===== config.mk =====
export PLATFORM = sky130hd
export DESIGN_NAME = console_writer_flat
export DESIGN_NICKNAME = d
export VERILOG_FILES = /design/src/rtl/console_writer_if.sv /design/src/rtl/console_writer.sv /design/src/flat_wrapper.sv
export SDC_FILE = /design/constraint.sdc
export NUM_CORES = 1
export LEC_CHECK = 0
export CAP_MARGIN = 20
export CORE_MARGIN = 10
export CORE_UTILIZATION = 60
export CTS_CLUSTER_DIAMETER = 200
export CTS_CLUSTER_SIZE = 12
export DETAILED_ROUTE_END_ITERATION = 6
export PLACE_DENSITY = 0.95
export SYNTH_ARGS = -nofsm -noshare
export SYNTH_HDL_FRONTEND = slang
export SYNTH_SLANG_ARGS = --single-unit
export TNS_END_PERCENT = 10

===== constraint.sdc =====
create_clock -name clk -period 5.35 [get_ports clk]
set_input_delay 1.07 -clock clk [delete_from_list [all_inputs] [get_ports clk]]
set_output_delay 1.07 -clock clk [all_outputs]
set_load 0.02 [all_outputs]

===== src/rtl/console_writer_if.sv =====
// Bundles the console writer's key-input handshake, VRAM write/read bus and
// cursor/status outputs so the writer and its surroundings share one port.
interface console_writer_if;
    logic        in_valid;
    logic        in_ready;
    logic [7:0]  in_code;
    logic        in_dir;
    logic        vram_we;
    logic [11:0] vram_waddr;
    logic [7:0]  vram_wdata;
    logic [11:0] vram_raddr;
    logic [7:0]  vram_rdata;
    logic [6:0]  cur_x;
    logic [4:0]  cur_y;
    logic        busy;

    // Side that supplies key codes and owns the video RAM
    modport master (
        output in_valid,
        output in_code,
        output in_dir,
        output vram_rdata,
        input  in_ready,
        input  vram_we,
        input  vram_waddr,
        input  vram_wdata,
        input  vram_raddr,
        input  cur_x,
        input  cur_y,
        input  busy
    );

    // Console writer side
    modport slave (
        input  in_valid,
        input  in_code,
        input  in_dir,
        input  vram_rdata,
        output in_ready,
        output vram_we,
        output vram_waddr,
        output vram_wdata,
        output vram_raddr,
        output cur_x,
        output cur_y,
        output busy
    );
endinterface


===== src/rtl/console_writer.sv =====
// Text-console writer: takes key codes, tracks the cursor and fills the
// character VRAM (word address {row[4:0], col[6:0]}). Clears the screen after
// reset, handles printable chars, Enter, Backspace, arrows and scrolls the
// screen up by copying rows through the VRAM read port. All outputs are
// registered; a write decided at edge T is visible (we=1) during cycle T+1.
module console_writer #(
    parameter int         COLS     = 70,
    parameter int         ROWS     = 30,
    parameter logic [7:0] PROMPT   = 8'h3E,
    parameter int         PROMPT_X = 2
) (
    input  logic             clk,
    input  logic             rst,
    console_writer_if.slave  bus
);

    localparam logic [6:0] LAST_COL      = 7'(COLS - 1);
    localparam logic [4:0] LAST_ROW      = 5'(ROWS - 1);
    localparam logic [4:0] LAST_COPY_ROW = 5'(ROWS - 2);
    localparam logic [6:0] PROMPT_COL    = 7'(PROMPT_X);
    localparam logic [7:0] CODE_ENTER    = 8'h0D;
    localparam logic [7:0] CODE_BACK     = 8'h08;
    localparam logic [7:0] DIR_DOWN      = 8'h32;
    localparam logic [7:0] DIR_LEFT      = 8'h34;
    localparam logic [7:0] DIR_RIGHT     = 8'h36;
    localparam logic [7:0] DIR_UP        = 8'h38;

    typedef enum logic [2:0] {
        INIT_CLR,
        INIT_PROMPT,
        IDLE,
        SCR_RD,
        SCR_WR,
        SCR_CLR,
        SCR_POST
    } state_t;

    state_t      state_q, state_d;
    logic [11:0] init_cnt_q, init_cnt_d;
    logic [4:0]  scr_row_q, scr_row_d;
    logic [6:0]  scr_col_q, scr_col_d;
    logic        post_prompt_q, post_prompt_d;
    logic [6:0]  cur_x_q, cur_x_d;
    logic [4:0]  cur_y_q, cur_y_d;
    logic        we_q, we_d;
    logic [11:0] waddr_q, waddr_d;
    logic [7:0]  wdata_q, wdata_d;
    logic [11:0] raddr_q, raddr_d;
    logic        in_ready_q, in_ready_d;
    logic        busy_q, busy_d;

    logic        fire;
    logic        start_scroll;
    logic        is_printable;

    assign fire         = bus.in_valid & in_ready_q;
    assign is_printable = !bus.in_dir && (bus.in_code != CODE_ENTER)
                          && (bus.in_code != CODE_BACK);

    // Next-state, cursor and VRAM-port decisions for every state
    always_comb begin
        state_d       = state_q;
        init_cnt_d    = init_cnt_q;
        scr_row_d     = scr_row_q;
        scr_col_d     = scr_col_q;
        post_prompt_d = post_prompt_q;
        cur_x_d       = cur_x_q;
        cur_y_d       = cur_y_q;
        we_d          = 1'b0;
        waddr_d       = waddr_q;
        wdata_d       = wdata_q;
        raddr_d       = raddr_q;
        in_ready_d    = in_ready_q;
        busy_d        = busy_q;
        start_scroll  = 1'b0;

        case (state_q)
            INIT_CLR: begin
                we_d       = 1'b1;
                waddr_d    = init_cnt_q;
                wdata_d    = 8'h00;
                init_cnt_d = init_cnt_q + 12'd1;
                if (init_cnt_q == 12'hFFF) begin
                    state_d = INIT_PROMPT;
                end
            end

            INIT_PROMPT: begin
                we_d       = 1'b1;
                waddr_d    = 12'h000;
                wdata_d    = PROMPT;
                state_d    = IDLE;
                in_ready_d = 1'b1;
                busy_d     = 1'b0;
            end

            IDLE: begin
                if (fire) begin
                    if (bus.in_dir) begin
                        case (bus.in_code)
                            DIR_DOWN: begin
                                if (cur_y_q < LAST_ROW) begin
                                    cur_y_d = cur_y_q + 5'd1;
                                end
                            end
                            DIR_UP: begin
                                if (cur_y_q != 5'd0) begin
                                    cur_y_d = cur_y_q - 5'd1;
                                end
                            end
                            DIR_LEFT: begin
                                if (cur_x_q != 7'd0) begin
                                    cur_x_d = cur_x_q - 7'd1;
                                end
                            end
                            DIR_RIGHT: begin
                                if (cur_x_q < LAST_COL) begin
                                    cur_x_d = cur_x_q + 7'd1;
                                end
                            end
                            default: begin
                            end
                        endcase
                    end else if (bus.in_code == CODE_ENTER) begin
                        cur_x_d = PROMPT_COL;
                        if (cur_y_q < LAST_ROW) begin
                            we_d    = 1'b1;
                            waddr_d = {cur_y_q + 5'd1, 7'd0};
                            wdata_d = PROMPT;
                            cur_y_d = cur_y_q + 5'd1;
                        end else begin
                            start_scroll  = 1'b1;
                            post_prompt_d = 1'b1;
                        end
                    end else if (bus.in_code == CODE_BACK) begin
                        if (cur_x_q != 7'd0) begin
                            we_d    = 1'b1;
                            waddr_d = {cur_y_q, cur_x_q - 7'd1};
                            wdata_d = 8'h00;
                            cur_x_d = cur_x_q - 7'd1;
                        end else if (cur_y_q != 5'd0) begin
                            we_d    = 1'b1;
                            waddr_d = {cur_y_q - 5'd1, LAST_COL};
                            wdata_d = 8'h00;
                            cur_x_d = LAST_COL;
                            cur_y_d = cur_y_q - 5'd1;
                        end
                    end else if (is_printable) begin
                        we_d    = 1'b1;
                        waddr_d = {cur_y_q, cur_x_q};
                        wdata_d = bus.in_code;
                        if (cur_x_q < LAST_COL) begin
                            cur_x_d = cur_x_q + 7'd1;
                        end else if (cur_y_q < LAST_ROW) begin
                            cur_x_d = 7'd0;
                            cur_y_d = cur_y_q + 5'd1;
                        end else begin
                            cur_x_d       = 7'd0;
                            start_scroll  = 1'b1;
                            post_prompt_d = 1'b0;
                        end
                    end
                end

                // The first read address is presented during the first SCR_RD cycle
                if (start_scroll) begin
                    state_d    = SCR_RD;
                    scr_row_d  = 5'd0;
                    scr_col_d  = 7'd0;
                    raddr_d    = {5'd1, 7'd0};
                    in_ready_d = 1'b0;
                    busy_d     = 1'b1;
                end
            end

            SCR_RD: begin
                state_d = SCR_WR;
            end

            SCR_WR: begin
                we_d    = 1'b1;
                waddr_d = {scr_row_q, scr_col_q};
                wdata_d = bus.vram_rdata;
                if (scr_col_q == LAST_COL) begin
                    scr_col_d = 7'd0;
                    if (scr_row_q == LAST_COPY_ROW) begin
                        state_d = SCR_CLR;
                    end else begin
                        scr_row_d = scr_row_q + 5'd1;
                        raddr_d   = {scr_row_q + 5'd2, 7'd0};
                        state_d   = SCR_RD;
                    end
                end else begin
                    scr_col_d = scr_col_q + 7'd1;
                    raddr_d   = {scr_row_q + 5'd1, scr_col_q + 7'd1};
                    state_d   = SCR_RD;
                end
            end

            SCR_CLR: begin
                we_d    = 1'b1;
                waddr_d = {LAST_ROW, scr_col_q};
                wdata_d = 8'h00;
                if (scr_col_q == LAST_COL) begin
                    scr_col_d = 7'd0;
                    state_d   = SCR_POST;
                end else begin
                    scr_col_d = scr_col_q + 7'd1;
                end
            end

            SCR_POST: begin
                if (post_prompt_q) begin
                    we_d    = 1'b1;
                    waddr_d = {LAST_ROW, 7'd0};
                    wdata_d = PROMPT;
                end
                post_prompt_d = 1'b0;
                state_d       = IDLE;
                in_ready_d    = 1'b1;
                busy_d        = 1'b0;
            end

            default: begin
                state_d = INIT_CLR;
            end
        endcase
    end

    // State and output registers; reset restarts the screen clear from scratch
    always_ff @(posedge clk) begin
        if (rst) begin
            state_q       <= INIT_CLR;
            init_cnt_q    <= 12'd0;
            scr_row_q     <= 5'd0;
            scr_col_q     <= 7'd0;
            post_prompt_q <= 1'b0;
            cur_x_q       <= PROMPT_COL;
            cur_y_q       <= 5'd0;
            we_q          <= 1'b0;
            waddr_q       <= 12'd0;
            wdata_q       <= 8'h00;
            raddr_q       <= 12'd0;
            in_ready_q    <= 1'b0;
            busy_q        <= 1'b1;
        end else begin
            state_q       <= state_d;
            init_cnt_q    <= init_cnt_d;
            scr_row_q     <= scr_row_d;
            scr_col_q     <= scr_col_d;
            post_prompt_q <= post_prompt_d;
            cur_x_q       <= cur_x_d;
            cur_y_q       <= cur_y_d;
            we_q          <= we_d;
            waddr_q       <= waddr_d;
            wdata_q       <= wdata_d;
            raddr_q       <= raddr_d;
            in_ready_q    <= in_ready_d;
            busy_q        <= busy_d;
        end
    end

    assign bus.in_ready   = in_ready_q;
    assign bus.vram_we    = we_q;
    assign bus.vram_waddr = waddr_q;
    assign bus.vram_wdata = wdata_q;
    assign bus.vram_raddr = raddr_q;
    assign bus.cur_x      = cur_x_q;
    assign bus.cur_y      = cur_y_q;
    assign bus.busy       = busy_q;

endmodule

===== src/flat_wrapper.sv =====
// flat-port wrapper written by rule: the top's interface ports become plain ports
module console_writer_flat 
#(
    parameter int         COLS     = 70,
    parameter int         ROWS     = 30,
    parameter logic [7:0] PROMPT   = 8'h3E,
    parameter int         PROMPT_X = 2
)
  (clk, rst, bus_in_valid, bus_in_code, bus_in_dir, bus_vram_rdata, bus_in_ready, bus_vram_we, bus_vram_waddr, bus_vram_wdata, bus_vram_raddr, bus_cur_x, bus_cur_y, bus_busy);
  console_writer_if bus_i ();
  input  logic clk;
  input  logic rst;
  input wire logic [$bits(bus_i.in_valid)-1:0] bus_in_valid;
  input wire logic [$bits(bus_i.in_code)-1:0] bus_in_code;
  input wire logic [$bits(bus_i.in_dir)-1:0] bus_in_dir;
  input wire logic [$bits(bus_i.vram_rdata)-1:0] bus_vram_rdata;
  output wire logic [$bits(bus_i.in_ready)-1:0] bus_in_ready;
  output wire logic [$bits(bus_i.vram_we)-1:0] bus_vram_we;
  output wire logic [$bits(bus_i.vram_waddr)-1:0] bus_vram_waddr;
  output wire logic [$bits(bus_i.vram_wdata)-1:0] bus_vram_wdata;
  output wire logic [$bits(bus_i.vram_raddr)-1:0] bus_vram_raddr;
  output wire logic [$bits(bus_i.cur_x)-1:0] bus_cur_x;
  output wire logic [$bits(bus_i.cur_y)-1:0] bus_cur_y;
  output wire logic [$bits(bus_i.busy)-1:0] bus_busy;
  assign bus_i.in_valid = bus_in_valid;
  assign bus_i.in_code = bus_in_code;
  assign bus_i.in_dir = bus_in_dir;
  assign bus_i.vram_rdata = bus_vram_rdata;
  assign bus_in_ready = bus_i.in_ready;
  assign bus_vram_we = bus_i.vram_we;
  assign bus_vram_waddr = bus_i.vram_waddr;
  assign bus_vram_wdata = bus_i.vram_wdata;
  assign bus_vram_raddr = bus_i.vram_raddr;
  assign bus_cur_x = bus_i.cur_x;
  assign bus_cur_y = bus_i.cur_y;
  assign bus_busy = bus_i.busy;
  console_writer #(.COLS(COLS), .ROWS(ROWS), .PROMPT(PROMPT), .PROMPT_X(PROMPT_X)) u_core (.clk(clk), .rst(rst), .bus(bus_i));
endmodule

==> results.md <==
Status:
- The flow ran to the end, and the final reports show no timing, DRC or antenna violations.

Synthesis:
- Yosys printed 0 warnings.
- Counting every net in the synthesized netlist gives between 600 and 700.
- The largest area contributor in the netlist is sky130_fd_sc_hd__dfxtp_1.
- The instance count of the mapped netlist is 616.
- The count of cell types in the netlist is 75.
- The number of synthesized flops with an enable pin is 0.
- The top cell type by area accounts for 31.6% of the synthesized area.
- Counting flops with an async set or reset pin after synthesis yields a share of 0%.
- The number of flip-flops and latches in the synthesized netlist is 75.
- The share of the Yosys chip area taken by registers is about a third.
- The mapped netlist covers 0.00475 mm^2.
- The average cell area after synthesis is 7.70 um^2.
- By area the synthesized netlist is led by sky130_fd_sc_hd__dfxtp_1 (32%), sky130_fd_sc_hd__nor2_1 (5.8%), sky130_fd_sc_hd__a21oi_1 (5.5%).
- The top flip-flop cell by instance count after synthesis is sky130_fd_sc_hd__dfxtp_1.

Pwr:
- The worst-case IR drop observed on VDD is 0.000239 V.
- The clock network fraction of design power is 45.4%.
- The cell leakage power is 1.98 nW.
- Sequential cells burn 49.6% of the power.
- The reported net switching power is ~0.27 mW.
- The power share of the combinational group is 5.0%.
- The total power is 1.14 mW.
- Net switching is between 20% and 30% of the power.
- For this design the ratio of total power to cell area is about 200 mW/mm^2.
- The cell-internal power is 0.867 mW.

STA:
- The total negative slack for setup checks is 0 ns.
- Across the routed clock network, the largest skew measured is 0.0124 ns.
- The max-slew violation count came to 0.
- Setup violations remaining at the end of the flow were counted as 0.
- The minimum period implied by the final worst setup slack is 3.96 ns.
- Setup repair after global routing left no endpoint under its margin.
- The highest achievable clock rate is roughly 250 MHz.
- The total count of hold-check failures in the final report is 0.
- The transition time at the pin with the least slew margin is 1.12 ns.
- Headroom to the max-slew limit came out at 24.8%.
- Dividing the final minimum period by the clock period gives approximately three quarters.
- The post-layout worst setup margin is 1.39 ns.

Critical path:
- STA classifies the critical path startpoint as an input port.
- The type of element capturing the critical path is a flop.
- Of all nets on the critical path, the largest fanout is 23.
- Data on the critical path is required at its endpoint by about 5.6 ns.
- The classification of the worst setup path is in -> reg.
- STA puts the critical path data arrival time at roughly 4.2 ns.

Route:
- Wires add up to 15.8 mm.
- The first detailed-routing pass ran for 7 iterations.
- The detail route stage leaves a number of antenna-violating nets equal to 0.
- Summed over all nets, wire length on met3 after detailed routing comes to 1.98 mm.
- The wire length per cell after detailed routing is 20.6 um.
- The highest metal layer with signal wires is met4.
- The detailed router placed 5,229 vias in this run.
- For this run, design rule violations remaining after detail routing come to 0.
- Summed over all nets, wire length on met2 after detailed routing comes to 6.99 mm.
- After detailed routing, the wire length on met1 is about 6.4 mm.
- Using the TritonRoute via totals, the vias-per-cell ratio works out to 6.84.
- The DRC marker count from the first detailed-route iteration is 826.

Place:
- The instance area at placement is about 0.0054 mm^2.
- Prior to clock tree synthesis, the placed netlist has a worst setup slack of ~1.2 ns.
- The half-perimeter wire length after detailed placement is between 10 and 15 mm.
- Including well taps, the total number of placed cells is 748.
- The global placer's final weighted congestion is 1.04.
- Input and output buffers added on the ports amount to 66.

Global routing:
- Entering global routing, the biggest net connects 70 pins.
- The total overflow left after global routing is 0.
- The number of antenna violations at the first check in global routing is 0.
- The global-route usage over all layers is 26.2%.
- The first global-routing pass estimated 25.0 mm of wire.
- The number of global-route vias before repair is around 4,800.

Clocking:
- The tree is rooted in a sky130_fd_sc_hd__clkbuf_8.
- The clock drives 75 sinks.
- The clock-pin slew on the worst setup and hold paths is 0.09 ns.
- The H-tree was split into 3 levels.
- The total of cells resized after clock tree synthesis is 0.
- The total CTS buffers is 9.
- Buffers inserted to repair hold after CTS numbered 0.
- The setup fix buffers added after clock tree synthesis is 0.
- The clock insertion delay at the later pin of the skew report is 0.37 ns.
- The CTS tree is yes.
- The clock passes through at most 2 buffers.

Die:
- The die covers 0.0119 mm^2.
- The number of placement rows is 32.
- The floorplan step defined a core boundary enclosing 0.00773 mm^2.
- The die is 109 um tall.
- Once the floorplan was initialized, standard cells occupied 61.4% of the core.
- The number of top-level pins is 67.
- The die width is ~110 um.

Final layout:
- The sequential cells in the finished layout cover a total of 0.00150 mm^2.
- The fraction of final layout cells with drive strength greater than 1 is 6.34%.
- The final cell area excluding filler cells is 0.00562 mm^2.
- The count of non-filler cells in the finished layout is 764.
- The library cell used most frequently in the layout, excluding fill and tap cells, is sky130_fd_sc_hd__dfxtp_1.
- The library cells used most frequently in the layout, excluding fill and tap cells, are sky130_fd_sc_hd__dfxtp_1 (75), sky130_fd_sc_hd__nor2_1 (73), sky130_fd_sc_hd__clkdlybuf4s50_1 (65), sky130_fd_sc_hd__nand2_1 (54), sky130_fd_sc_hd__a21oi_1 (52).
- The area occupied by multi-input gates is 0.00300 mm^2.
- The antenna diode count is 0.
- The area growth from synthesis to final layout is 18.4%.
- The post-layout net count is roughly 700.
- After filler insertion, the fill cell instance count of the layout stands at 589.

Worst hold path:
- The class of the worst hold path is reg -> reg.

Flow run:
- The tool flagged a number of max-cap violations equal to 0.
==> sequential cells by signal (all words and copies together) (netlist names) <==
name	flops
u_core.bus.vram_raddr	12
u_core.bus.vram_waddr	12
u_core.init_cnt_q	12
u_core.bus.vram_wdata	8
u_core.bus.cur_x	7
u_core.scr_col_q	7
u_core.bus.cur_y	5
u_core.scr_row_q	5
u_core.state_q	3
u_core.bus.busy	1
u_core.bus.in_ready	1
u_core.bus.vram_we	1
u_core.post_prompt_q	1
==> critical path, cell delays in order <==
cell,delay [ns]
sky130_fd_sc_hd__clkdlybuf4s50_1,0.60
sky130_fd_sc_hd__nor4b_2,0.74
sky130_fd_sc_hd__nand4_1,0.32
sky130_fd_sc_hd__o221ai_1,0.29
sky130_fd_sc_hd__nand3_1,0.68
sky130_fd_sc_hd__o32ai_1,0.51
==> power by group through the flow <==
stage               registers [mW]  logic, mW  clock network [mW]
floorplan                    0.579     0.0253                   0
global placement             0.578     0.0540                   0
CTS                          0.566     0.0555               0.519
detailed placement           0.579     0.0551                   0
global route                 0.566     0.0613               0.545
finish                       0.566     0.0570               0.519
==> Yosys cell counts (3+ instances only) <==
master / count
sky130_fd_sc_hd__a211oi_1: 5
sky130_fd_sc_hd__a21oi_1: 52
sky130_fd_sc_hd__a221oi_1: 8
sky130_fd_sc_hd__a222oi_1: 3
sky130_fd_sc_hd__a22oi_1: 11
sky130_fd_sc_hd__a311oi_1: 3
sky130_fd_sc_hd__a31oi_1: 8
sky130_fd_sc_hd__a32o_1: 3
sky130_fd_sc_hd__a32oi_1: 3
sky130_fd_sc_hd__and2_1: 3
sky130_fd_sc_hd__and3_1: 10
sky130_fd_sc_hd__buf_2: 4
sky130_fd_sc_hd__clkbuf_1: 31
sky130_fd_sc_hd__dfxtp_1: 75
sky130_fd_sc_hd__ha_1: 11
sky130_fd_sc_hd__inv_1: 17
sky130_fd_sc_hd__mux2i_1: 8
sky130_fd_sc_hd__nand2_1: 54
sky130_fd_sc_hd__nand2b_1: 5
sky130_fd_sc_hd__nand3_1: 21
sky130_fd_sc_hd__nand4_1: 5
sky130_fd_sc_hd__nor2_1: 73
sky130_fd_sc_hd__nor2b_1: 3
sky130_fd_sc_hd__nor3_1: 30
sky130_fd_sc_hd__nor4_1: 3
sky130_fd_sc_hd__o2111ai_1: 4
sky130_fd_sc_hd__o211ai_1: 10
sky130_fd_sc_hd__o21a_1: 3
sky130_fd_sc_hd__o21ai_0: 38
sky130_fd_sc_hd__o221ai_1: 6
sky130_fd_sc_hd__o22ai_1: 5
sky130_fd_sc_hd__o32ai_1: 4
sky130_fd_sc_hd__or2_2: 3
sky130_fd_sc_hd__or3_1: 15
sky130_fd_sc_hd__or4_1: 3
sky130_fd_sc_hd__xnor2_1: 13
sky130_fd_sc_hd__xor2_1: 15
==> final timing paths <==
| check | from | to | slack, ns | cells after the start |
|---|---|---|---|---|
| max | bus_in_code[1] | u_core.bus.vram_waddr[8]$_SDFFE_PP0P_ | 1.39 | 6 |
| max reg2reg | u_core.state_q[1]$_SDFFE_PP0P_ | u_core.scr_row_q[4]$_SDFFE_PP0P_ | 1.85 | 6 |
| min | u_core.bus.vram_raddr[8]$_SDFFE_PP0P_ | u_core.bus.vram_raddr[8]$_SDFFE_PP0P_ | 0.45 | 2 |
| min reg2reg | u_core.bus.vram_raddr[8]$_SDFFE_PP0P_ | u_core.bus.vram_raddr[8]$_SDFFE_PP0P_ | 0.45 | 2 |
==> cell type report <==
cell class	instances	share of cell area, %
Timing Repair Buffer	71	12.3
Inverter	18	1.20
Clock buffer	10	2.45
Tap cell	102	2.27
Clock inverter	6	1.69
Multi-Input combinational cell	482	53.3
Sequential cell	75	26.7
==> cells by family (layout without fill, tap and decap cells) <==
kind of cell | count (synthesis) | in the layout | share of synthesized area (%)
AND/OR/NAND/NOR | 243 | 243 | 25.4
AO/OA/AOI/OAI | 191 | 191 | 27.8
flip-flops | 75 | 75 | 31.6
buffers and inverters | 59 | 105 | 5.19
XOR/XNOR | 28 | 28 | 5.17
adder cells (fa/ha/maj) | 11 | 11 | 2.90
multiplexers | 9 | 9 | 1.92
==> through the flow <==
step | hold WS (ns) | util, %
floorplan | 0.464 | -
global placement | 0.440 | 69.6
detailed placement | 0.449 | 69.7
CTS | 0.458 | 72.7
global route | 0.482 | 72.7
finish | 0.455 | 72.7
==> metal layers <==
metal  global-route usage (%)  up-vias
li1                         -     2369
met1                     35.4     2424
met2                     38.8      378
met3                     8.32       58
met4                     8.00        0
met5                        0        -
(Power assumes the default switching activity.)
